==> src/rtl/motor_speed_ramp_pkg.sv <==
// Shared state encoding and duty limits for the motor speed ramp.
// Pure declarations; no timing or flow-control behaviour of its own.
package motor_pkg;
    typedef enum logic [2:0] {
        IDLE,
        RAMP_UP,
        RAMP_DOWN,
        REVERSE,
        ESTOP
    } state_t;

    localparam int   PWM_MAX = 127;
    localparam logic FWD     = 1'b1;
endpackage

==> src/rtl/motor_speed_ramp_step_tick_gen.sv <==
// Free-running ramp pacer: counts 0..STEP_CYCLES-1, tick high for the wrap cycle.
// Tick follows the counter register combinationally; no backpressure, never stalls.
module step_tick_gen #(
    parameter int STEP_CYCLES = 3125
) (
    input  logic clk_3125KHz,
    input  logic rst_n,
    output logic tick
);
    localparam int CW = (STEP_CYCLES > 1) ? $clog2(STEP_CYCLES) : 1;
    localparam logic [CW-1:0] LAST = CW'(STEP_CYCLES - 1);

    logic [CW-1:0] r_cnt;

    always_ff @(posedge clk_3125KHz or negedge rst_n) begin
        if (!rst_n) begin
            r_cnt <= '0;
        end else if (r_cnt == LAST) begin
            r_cnt <= '0;
        end else begin
            r_cnt <= r_cnt + 1'b1;
        end
    end

    assign tick = (r_cnt == LAST);
endmodule

==> src/rtl/motor_speed_ramp.sv <==
// Slew-limits motor duty/direction commands; outputs registered, one step per tick.
// cmd_ready drops during REVERSE and ESTOP; estop blocks acceptance and zeroes duty on the next edge.
module motor_speed_ramp
    import motor_pkg::*;
#(
    parameter int STEP_CYCLES = 3125,
    parameter int STEP_SIZE   = 4,
    parameter int MAX_DUTY    = PWM_MAX
) (
    input  logic       clk_3125KHz,
    input  logic       rst_n,
    input  logic       cmd_valid,
    output logic       cmd_ready,
    input  logic [7:0] cmd_speed,
    input  logic       cmd_dir,
    input  logic       estop,
    output logic [7:0] pulse_width,
    output logic       motor_dir,
    output logic       at_target
);
    localparam logic [7:0] STEP = 8'(STEP_SIZE);
    localparam logic [7:0] DMAX = 8'(MAX_DUTY);

    state_t     r_state, w_state_nxt;
    logic [7:0] r_pw, w_pw_nxt;
    logic [7:0] r_target, w_target_nxt;
    logic       r_dir, w_dir_nxt;
    logic       r_tdir, w_tdir_nxt;
    logic       r_cmd_ready, r_at_target;

    logic       w_tick, w_accept;
    logic [7:0] w_cmd_clamped, w_diff_up, w_diff_dn, w_inc, w_dec, w_dec0;

    step_tick_gen #(.STEP_CYCLES(STEP_CYCLES)) u_step_tick_gen (
        .clk_3125KHz (clk_3125KHz),
        .rst_n       (rst_n),
        .tick        (w_tick)
    );

    assign w_accept      = cmd_valid && r_cmd_ready && !estop;
    assign w_cmd_clamped = (cmd_speed > DMAX) ? DMAX : cmd_speed;

    // Order is checked before subtracting so the 8-bit differences never wrap.
    assign w_diff_up = (r_target > r_pw) ? (r_target - r_pw) : 8'd0;
    assign w_diff_dn = (r_pw > r_target) ? (r_pw - r_target) : 8'd0;
    assign w_inc     = (w_diff_up > STEP) ? STEP : w_diff_up;
    assign w_dec     = (w_diff_dn > STEP) ? STEP : w_diff_dn;
    assign w_dec0    = (r_pw > STEP) ? STEP : r_pw;

    always_comb begin
        w_state_nxt  = r_state;
        w_pw_nxt     = r_pw;
        w_dir_nxt    = r_dir;
        w_target_nxt = r_target;
        w_tdir_nxt   = r_tdir;

        if (w_accept) begin
            w_target_nxt = w_cmd_clamped;
            w_tdir_nxt   = cmd_dir;
        end

        if (estop) begin
            w_state_nxt  = ESTOP;
            w_pw_nxt     = 8'd0;
            w_target_nxt = 8'd0;
            w_tdir_nxt   = r_dir;
        end else begin
            case (r_state)
                IDLE, RAMP_UP, RAMP_DOWN: begin
                    if (r_tdir != r_dir) begin
                        if (r_pw != 8'd0) begin
                            w_state_nxt = REVERSE;
                        end else begin
                            w_dir_nxt   = r_tdir;
                            w_state_nxt = (r_target != 8'd0) ? RAMP_UP : IDLE;
                        end
                    end else if (r_target > r_pw) begin
                        w_state_nxt = RAMP_UP;
                        if (w_tick && (r_state == RAMP_UP)) begin
                            w_pw_nxt = r_pw + w_inc;
                            if (w_inc == w_diff_up) w_state_nxt = IDLE;
                        end
                    end else if (r_target < r_pw) begin
                        w_state_nxt = RAMP_DOWN;
                        if (w_tick && (r_state == RAMP_DOWN)) begin
                            w_pw_nxt = r_pw - w_dec;
                            if (w_dec == w_diff_dn) w_state_nxt = IDLE;
                        end
                    end else begin
                        w_state_nxt = IDLE;
                    end
                end
                REVERSE: begin
                    // Direction only changes once duty has sat at zero for a cycle.
                    if (r_pw == 8'd0) begin
                        w_dir_nxt   = r_tdir;
                        w_state_nxt = (r_target != 8'd0) ? RAMP_UP : IDLE;
                    end else if (w_tick) begin
                        w_pw_nxt = r_pw - w_dec0;
                    end
                end
                ESTOP:   w_state_nxt = IDLE;
                default: w_state_nxt = IDLE;
            endcase
        end
    end

    always_ff @(posedge clk_3125KHz or negedge rst_n) begin
        if (!rst_n) begin
            r_state     <= IDLE;
            r_pw        <= 8'd0;
            r_dir       <= FWD;
            r_target    <= 8'd0;
            r_tdir      <= FWD;
            r_cmd_ready <= 1'b1;
            r_at_target <= 1'b1;
        end else begin
            r_state     <= w_state_nxt;
            r_pw        <= w_pw_nxt;
            r_dir       <= w_dir_nxt;
            r_target    <= w_target_nxt;
            r_tdir      <= w_tdir_nxt;
            r_cmd_ready <= (w_state_nxt != REVERSE) && (w_state_nxt != ESTOP);
            r_at_target <= (w_pw_nxt == w_target_nxt) && (w_dir_nxt == w_tdir_nxt)
                           && (w_state_nxt == IDLE);
        end
    end

    assign cmd_ready   = r_cmd_ready;
    assign pulse_width = r_pw;
    assign motor_dir   = r_dir;
    assign at_target   = r_at_target;
endmodule
==> config.mk <==
export PLATFORM = sky130hd
export DESIGN_NAME = motor_speed_ramp
export DESIGN_NICKNAME = d
export VERILOG_FILES = /design/src/rtl/motor_speed_ramp_pkg.sv /design/src/rtl/motor_speed_ramp_step_tick_gen.sv /design/src/rtl/motor_speed_ramp.sv
export SDC_FILE = /design/constraint.sdc
export NUM_CORES = 1
export LEC_CHECK = 0
export ABC_AREA = 1
export BUFFER_PORTS_ARGS = -buffer_cell sky130_fd_sc_hd__buf_2
export CAP_MARGIN = 20
export CORE_MARGIN = 10
export CORE_UTILIZATION = 57
export CTS_CLUSTER_DIAMETER = 30
export CTS_CLUSTER_SIZE = 24
export DETAILED_ROUTE_END_ITERATION = 10
export MAX_ROUTING_LAYER = met4
export PLACE_DENSITY = 0.86
export SYNTH_ARGS = -nofsm -noshare
export SYNTH_HDL_FRONTEND = slang
export SYNTH_SLANG_ARGS = --single-unit
==> constraint.sdc <==
create_clock -name clk_3125KHz -period 3.7 [get_ports clk_3125KHz]
set_input_delay 0.185 -clock clk_3125KHz [delete_from_list [all_inputs] [get_ports clk_3125KHz]]
set_output_delay 0.185 -clock clk_3125KHz [all_outputs]
set_load 0.1 [all_outputs]
==> results of run 1 <==
[cell type report]
| class | instances | area, um2 | area share (%) |
|---|---|---|---|
| Tap cell | 96 | 120 | 2.28 |
| Multi-Input combinational cell | 499 | 3020 | 57.4 |
| Inverter | 117 | 449 | 8.54 |
| Clock buffer | 6 | 82.6 | 1.57 |
| Clock inverter | 2 | 35.0 | 0.666 |
| Timing Repair Buffer | 92 | 644 | 12.2 |
| Sequential cell | 35 | 911 | 17.3 |
[critical path, delay by kind of cell, from the launching register on]
kind / cells / cell delay [ns]
AO/OA/AOI/OAI: 1 / 0.17
adder cells (fa/ha/maj): 4 / 1.11
buffers and inverters: 4 / 0.19
flip-flops: 1 / 0.50
AND/OR/NAND/NOR: 23 / 1.93
[logic make-up (layout without fill, tap and decap cells)]
family | after synthesis | count (layout) | synth area share (%)
adder cells (fa/ha/maj) | 39 | 39 | 12.8
XOR/XNOR | 12 | 12 | 2.60
AO/OA/AOI/OAI | 85 | 85 | 11.2
flip-flops | 35 | 35 | 21.8
buffers and inverters | 125 | 217 | 12.0
other | 2 | 10 | 0.185
AND/OR/NAND/NOR | 353 | 353 | 39.5
[cells in the final DEF (no fill, tap or decap), types with 9 or more instances in the layout]
master,n
inv_2,14
buf_2,23
nand3_1,43
xor2_1,10
inv_1,100
buf_4,66
a21oi_1,39
nand2_2,26
nand4_1,9
ha_1,25
dfrtp_1,23
o21ai_0,26
nand2_1,172
nor2_1,51
nand3_2,10
conb_1,10
[power breakdown]
part,switching (mW),internal [mW],total [mW]
Clock,0.142,0.218,0.360
Sequential,0.0374,0.429,0.466
Combinational,0.995,0.577,1.57
Total,1.17,1.22,2.40
[layer usage]
metal | vias up | GRT usage, % | part of all wire (%)
li1 | 2253 | - | -
met2 | 193 | 35.1 | 47
met3 | 28 | 3.47 | 7.5
met4 | 0 | 7.85 | 2.4
met1 | 2050 | 27.2 | 43
met5 | - | - | 0
[per-stage QoR]
| step | total power [mW] | setup WS [ns] |
|---|---|---|
| 2_1_floorplan | 1.42 | -0.0687 |
| 3_3_place_gp | 1.79 | -0.297 |
| 3_5_place_dp | 1.82 | -0.424 |
| 4_1_cts | 2.25 | -0.171 |
| 5_1_grt | 2.57 | -0.530 |
| 6_report | 2.40 | -0.245 |
[flip-flops by register name (all words and copies together) (netlist names)]
register,cells
at_target,1
r_tdir,1
cmd_ready,1
r_state,3
pulse_width,8
motor_dir,1
u_step_tick_gen.r_cnt,12
r_target,8
[worst paths after layout]
path	startpoint	to	slack, ns	cells past startpoint
min in group clk_3125KHz	estop	r_state[2]	0.19	1
worst min register to register	motor_dir	r_tdir	0.53	2
worst max register to register	pulse_width[0]	at_target	-0.25	32
worst max-delay path	pulse_width[0]	at_target	-0.25	32
max in group asynchronous	rst_n	pulse_width[2]	3.14	1
worst min-delay path	rst_n	u_step_tick_gen.r_cnt[7]	-0.02	1
[timing repair]
action,CTS,global route
endpoints found under the setup margin,7,8
gates resized for setup,20,43
hold buffers,0,0
cloned,0,0
setup buffers,4,10
pin swaps,10,24
==> reports/qor.yml, run 1 <==
synth:
  synthTopCellsByArea: "dfrtp_1 (19%), nand2_1 (18%), ha_1 (11%)"
  netlist_area_um2: 4050
  ys_seq_area_share_pct: 21.8
  yosys-top-cells-count: "nand2_1 (191), inv_1 (111), nand3_1 (52)"
  avgSynthCellArea_um2: 6.22
  ys_ff_latch: 35
  synth_edf_count: 0
  yosys.area.top_type: "dfrtp_1"
  ys_async_sr_fraction_pct: 100
  yosys_warnings: 0
  synthDistinctLibCells: 38
  synth_top_area_share_pct: 19.2
  synthFlopType: "dfrtp_1"
  postSynthCellCount: 651
  yosys.cell_count.top_type: "nand2_1"
critical_path:
  path_class: "flop to flop"
  path_common_cell: "nand2_1"
  crit_fanout: 4
  critical_path.slowest_cell: "dfrtp_4"
  max_stage_delay_ns: 0.50
  startpoint_type: "flop"
  cp.arrival_ns: 4.17
  crit_path_end_kind: "flop"
  required_ns: 3.93
layout:
  final_area_um2: 5260
  area_growth_pct: 29.9
  antenna_cells: 0
  final_nets: 802
  stdcell_count: 847
  fillers: 547
  fin_util_pct: 77.0
  drive_gt1_share_pct: 28.9
drt:
  via_per_inst: 5.34
  wl_um: 12400
  antenna_left: 0
  route.detailed.drc: 0
  drt_pass1_iterations: 8
  vias: 4524
  wire_per_inst_um: 14.6
  drt_iter0_markers: 380
flow_run:
  cap_violations: 0
floorplanning:
  die_x_um: 104
  start_util_pct: 59.3
  io_pins: 24
  core_area_um2: 6830
  die_area_um2: 10900
  rows: 30
  fp.dieH_um: 104
clock_tree:
  cts_sinks: 35
  path_clk_slew_ns: 0.07
  cts_tree: "done"
  cts_made_buffers: 5
  insertion_delay_ns: 0.29
  htreeDepth: 2
  clock_path_buffers: 2
  cts-root-buf: "clkbuf_8"
timing:
  period_share_pct: 107
  drv_slew: 0
  clock_skew_ns: 0.00378
  relSlewSlack_pct: 47.0
  tightestPinTransition_ns: 0.795
  fin_ws_ns: -0.245
  period_minus_slack_ns: 3.95
  rsz0062_at_grt: "true"
  whs_ns: -0.0190
  tns_ns: -0.361
  setup_violations: 3
  fmaxAchievable_ghz: 0.253
  finalHoldViolCount: 31
grt:
  grt_pass1_wl_um: 19800
  gr-usage-all-layers_pct: 21.9
  grt_max_degree: 36
  first_global_vias: 4292
  grt_antenna_before_repair: 0
  grt-ovfl-total: 0
pwr:
  leakage_nw: 2.86
  p_per_area_nw_per_um2: 456
  ir_drop_mv: 0.386
outcome:
  violations: "hold timing, setup timing"
  status: "finished with violations"
place:
  dp_hpwl_um: 9570
  gp_congestion: 1.00
  dp.cells: 826
  placed_cell_area_um2: 4820
  io_buffers: 23
worst_hold_path:
  hold_class: "input port to asynchronous set/reset pin"
Power figures use the tool's default switching activity.
==> run 2, diff against run 1 <==
--- a/config.mk
+++ b/config.mk
@@ -9,12 +9,12 @@
 export BUFFER_PORTS_ARGS = -buffer_cell sky130_fd_sc_hd__buf_2
 export CAP_MARGIN = 20
 export CORE_MARGIN = 10
-export CORE_UTILIZATION = 57
+export CORE_UTILIZATION = 67
 export CTS_CLUSTER_DIAMETER = 30
 export CTS_CLUSTER_SIZE = 24
 export DETAILED_ROUTE_END_ITERATION = 10
 export MAX_ROUTING_LAYER = met4
-export PLACE_DENSITY = 0.86
+export PLACE_DENSITY = 0.95
 export SYNTH_ARGS = -nofsm -noshare
 export SYNTH_HDL_FRONTEND = slang
 export SYNTH_SLANG_ARGS = --single-unit
==> constraint.sdc (replaced) <==
create_clock -name clk_3125KHz -period 4.65 [get_ports clk_3125KHz]
set_input_delay 0.2325 -clock clk_3125KHz [delete_from_list [all_inputs] [get_ports clk_3125KHz]]
set_output_delay 0.2325 -clock clk_3125KHz [all_outputs]
set_load 0.1 [all_outputs]
==> run 2 against run 1 <==
The flow now finishes without violations. Sequential power decreased by 23%. Maximum frequency down 7.1%. Cell count fell by 8.5%. Worst setup slack better by 0.65 ns. Die area is 12% lower. Core utilization is essentially flat. Flip-flop and latch count stayed put. Critical path type unchanged.
==> reports/qor.yml, run 2 (synthesis results as in run 1) <==
pwr:
  finalPower_mw: 1.61
  ir_drop_mv: 0.482
  p_per_area_nw_per_um2: 354
  power_switching_mw: 0.846
  leakage_nw: 2.59
  combPwrFrac_pct: 63.3
  p_sw_share_pct: 52.7
  p_int_mw: 0.760
  clkPwrFrac_pct: 14.3
  p_seq_share_pct: 22.4
clock_tree:
  clock_path_buffers: 2
  insertion_delay_ns: 0.29
  cts-root-buf: "clkbuf_8"
  cts_made_buffers: 5
  htreeDepth: 2
  path_clk_slew_ns: 0.07
  cts_sinks: 35
  cts_tree: "done"
layout:
  fillers: 470
  final_cell_mix: "nand2_1 (191), inv_1 (110), nor2_1 (51)"
  final_area_um2: 4540
  regArea_um2: 882
  final_common_cell: "nand2_1"
  largest_reg_flops: 12
  final_nets: 751
  antenna_cells: 0
  area_growth_pct: 12.0
  max_flop_register: "u_step_tick_gen.r_cnt"
  stdcell_count: 775
  multi_input_area_um2: 2770
  drive_gt1_share_pct: 14.4
drt:
  wl_um: 11700
  wire_per_inst_um: 15.1
  route.detailed.drc: 0
  drt_pass1_iterations: 6
  via_per_inst: 5.77
  antenna_left: 0
  drt_iter0_markers: 398
  vias: 4474
floorplanning:
  die_x_um: 97.7
  rows: 28
  start_util_pct: 68.8
  io_pins: 24
  fp.dieH_um: 97.7
  core_area_um2: 5890
  die_area_um2: 9550
grt:
  use_met3_pct: 3.31
  grt.busiest_layer: "met2"
  grt_use_met2_pct: 38.4
  grt_max_degree: 36
  grt-ovfl-total: 0
  grtUsageMet1_pct: 30.9
  first_global_vias: 4114
  gr-usage-all-layers_pct: 24.1
  grt_antenna_before_repair: 0
  grt_pass1_wl_um: 19100
timing:
  finalHoldViolCount: 0
  setup_violations: 0
  fmaxAchievable_ghz: 0.236
  tns_ns: 0
  relSlewSlack_pct: 47.9
  clock_skew_ns: 0.00752
  tightestPinTransition_ns: 0.782
  drv_slew: 0
  period_share_pct: 91.3
  period_minus_slack_ns: 4.24
  whs_ns: 0.0194
place:
  dp_hpwl_um: 9210
  placed_cell_area_um2: 4350
  io_buffers: 23
  gp_congestion: 1.03
  dp.cells: 762
flow_run:
  cap_violations: 0
critical_path:
  r2r-start: "pulse_width[0]"
  startpoint_type: "flop"
  cp.arrival_ns: 4.47
  required_ns: 4.88
  cp-startpoint: "pulse_width[0]"
  path_common_cell: "nand2_1"
  max_stage_delay_ns: 0.44
  crit_path_end_kind: "flop"
  critical_path.slowest_cell: "dfrtp_2"
  crit_fanout: 5
  path_class: "flop to flop"
outcome:
  status: "finished, final reports clean"
worst_hold_path:
  hold_class: "input port to asynchronous set/reset pin"
## run 2: cell count changes in the layout (fill, tap and decap cells not counted), sizes merged
cell	before	now
clkbuf	6	7
bufinv	1	0
buf	92	41
## run 2: cell type report
cell class | count | share of cell area (%)
Clock inverter | 1 | 0.110
Sequential cell | 35 | 19.4
Inverter | 117 | 9.79
Multi-Input combinational cell | 499 | 61.2
Timing Repair Buffer | 41 | 5.52
Clock buffer | 7 | 1.90
Tap cell | 75 | 2.07
## run 2: stage by stage
step | utilization [%] | setup WS, ns
after global placement | 73.8 | 0.482
after detailed placement | 73.8 | 0.308
after CTS | 75.4 | 0.279
after global routing | 77.1 | -0.0245
after floorplan | - | 0.179
final | 77.1 | 0.405
## run 2: worst max-delay path: cells and delay by family, from the launching register on
kind,cells,cell delay (ns)
AND/OR/NAND/NOR,21,2.22
AO/OA/AOI/OAI,1,0.17
buffers and inverters,3,0.22
adder cells (fa/ha/maj),4,1.13
flip-flops,1,0.44
## run 2: routing by layer
layer | share of wire [%] | vias up
met5 | 0 | -
met4 | 2.6 | 0
met3 | 10 | 38
met2 | 47 | 273
met1 | 40 | 2013
li1 | - | 2150
## run 2: final timing paths
| kind | end | cells after the start | slack, ns |
|---|---|---|---|
| max | at_target | 29 | 0.41 |
| min in group clk_3125KHz | r_state[2] | 1 | 0.25 |
| max in group asynchronous | pulse_width[0] | 1 | 4.09 |
| min | u_step_tick_gen.r_cnt[3] | 1 | 0.02 |
| max reg2reg | at_target | 29 | 0.41 |
| min reg2reg | r_tdir | 2 | 0.52 |
## run 2: what timing repair did
action	CTS	global route
endpoints found under the setup margin	0	1
setup buffers	0	5
hold buffers	0	0
gates resized for setup	0	16
## run 2: power groups by stage
stage,Sequential [mW],Clock (mW),Combinational (mW)
after floorplan,0.469,0,0.628
after global placement,0.364,0,0.922
after detailed placement,0.365,0,0.944
after CTS,0.359,0.231,0.949
after global routing,0.363,0.243,1.13
final,0.360,0.229,1.02
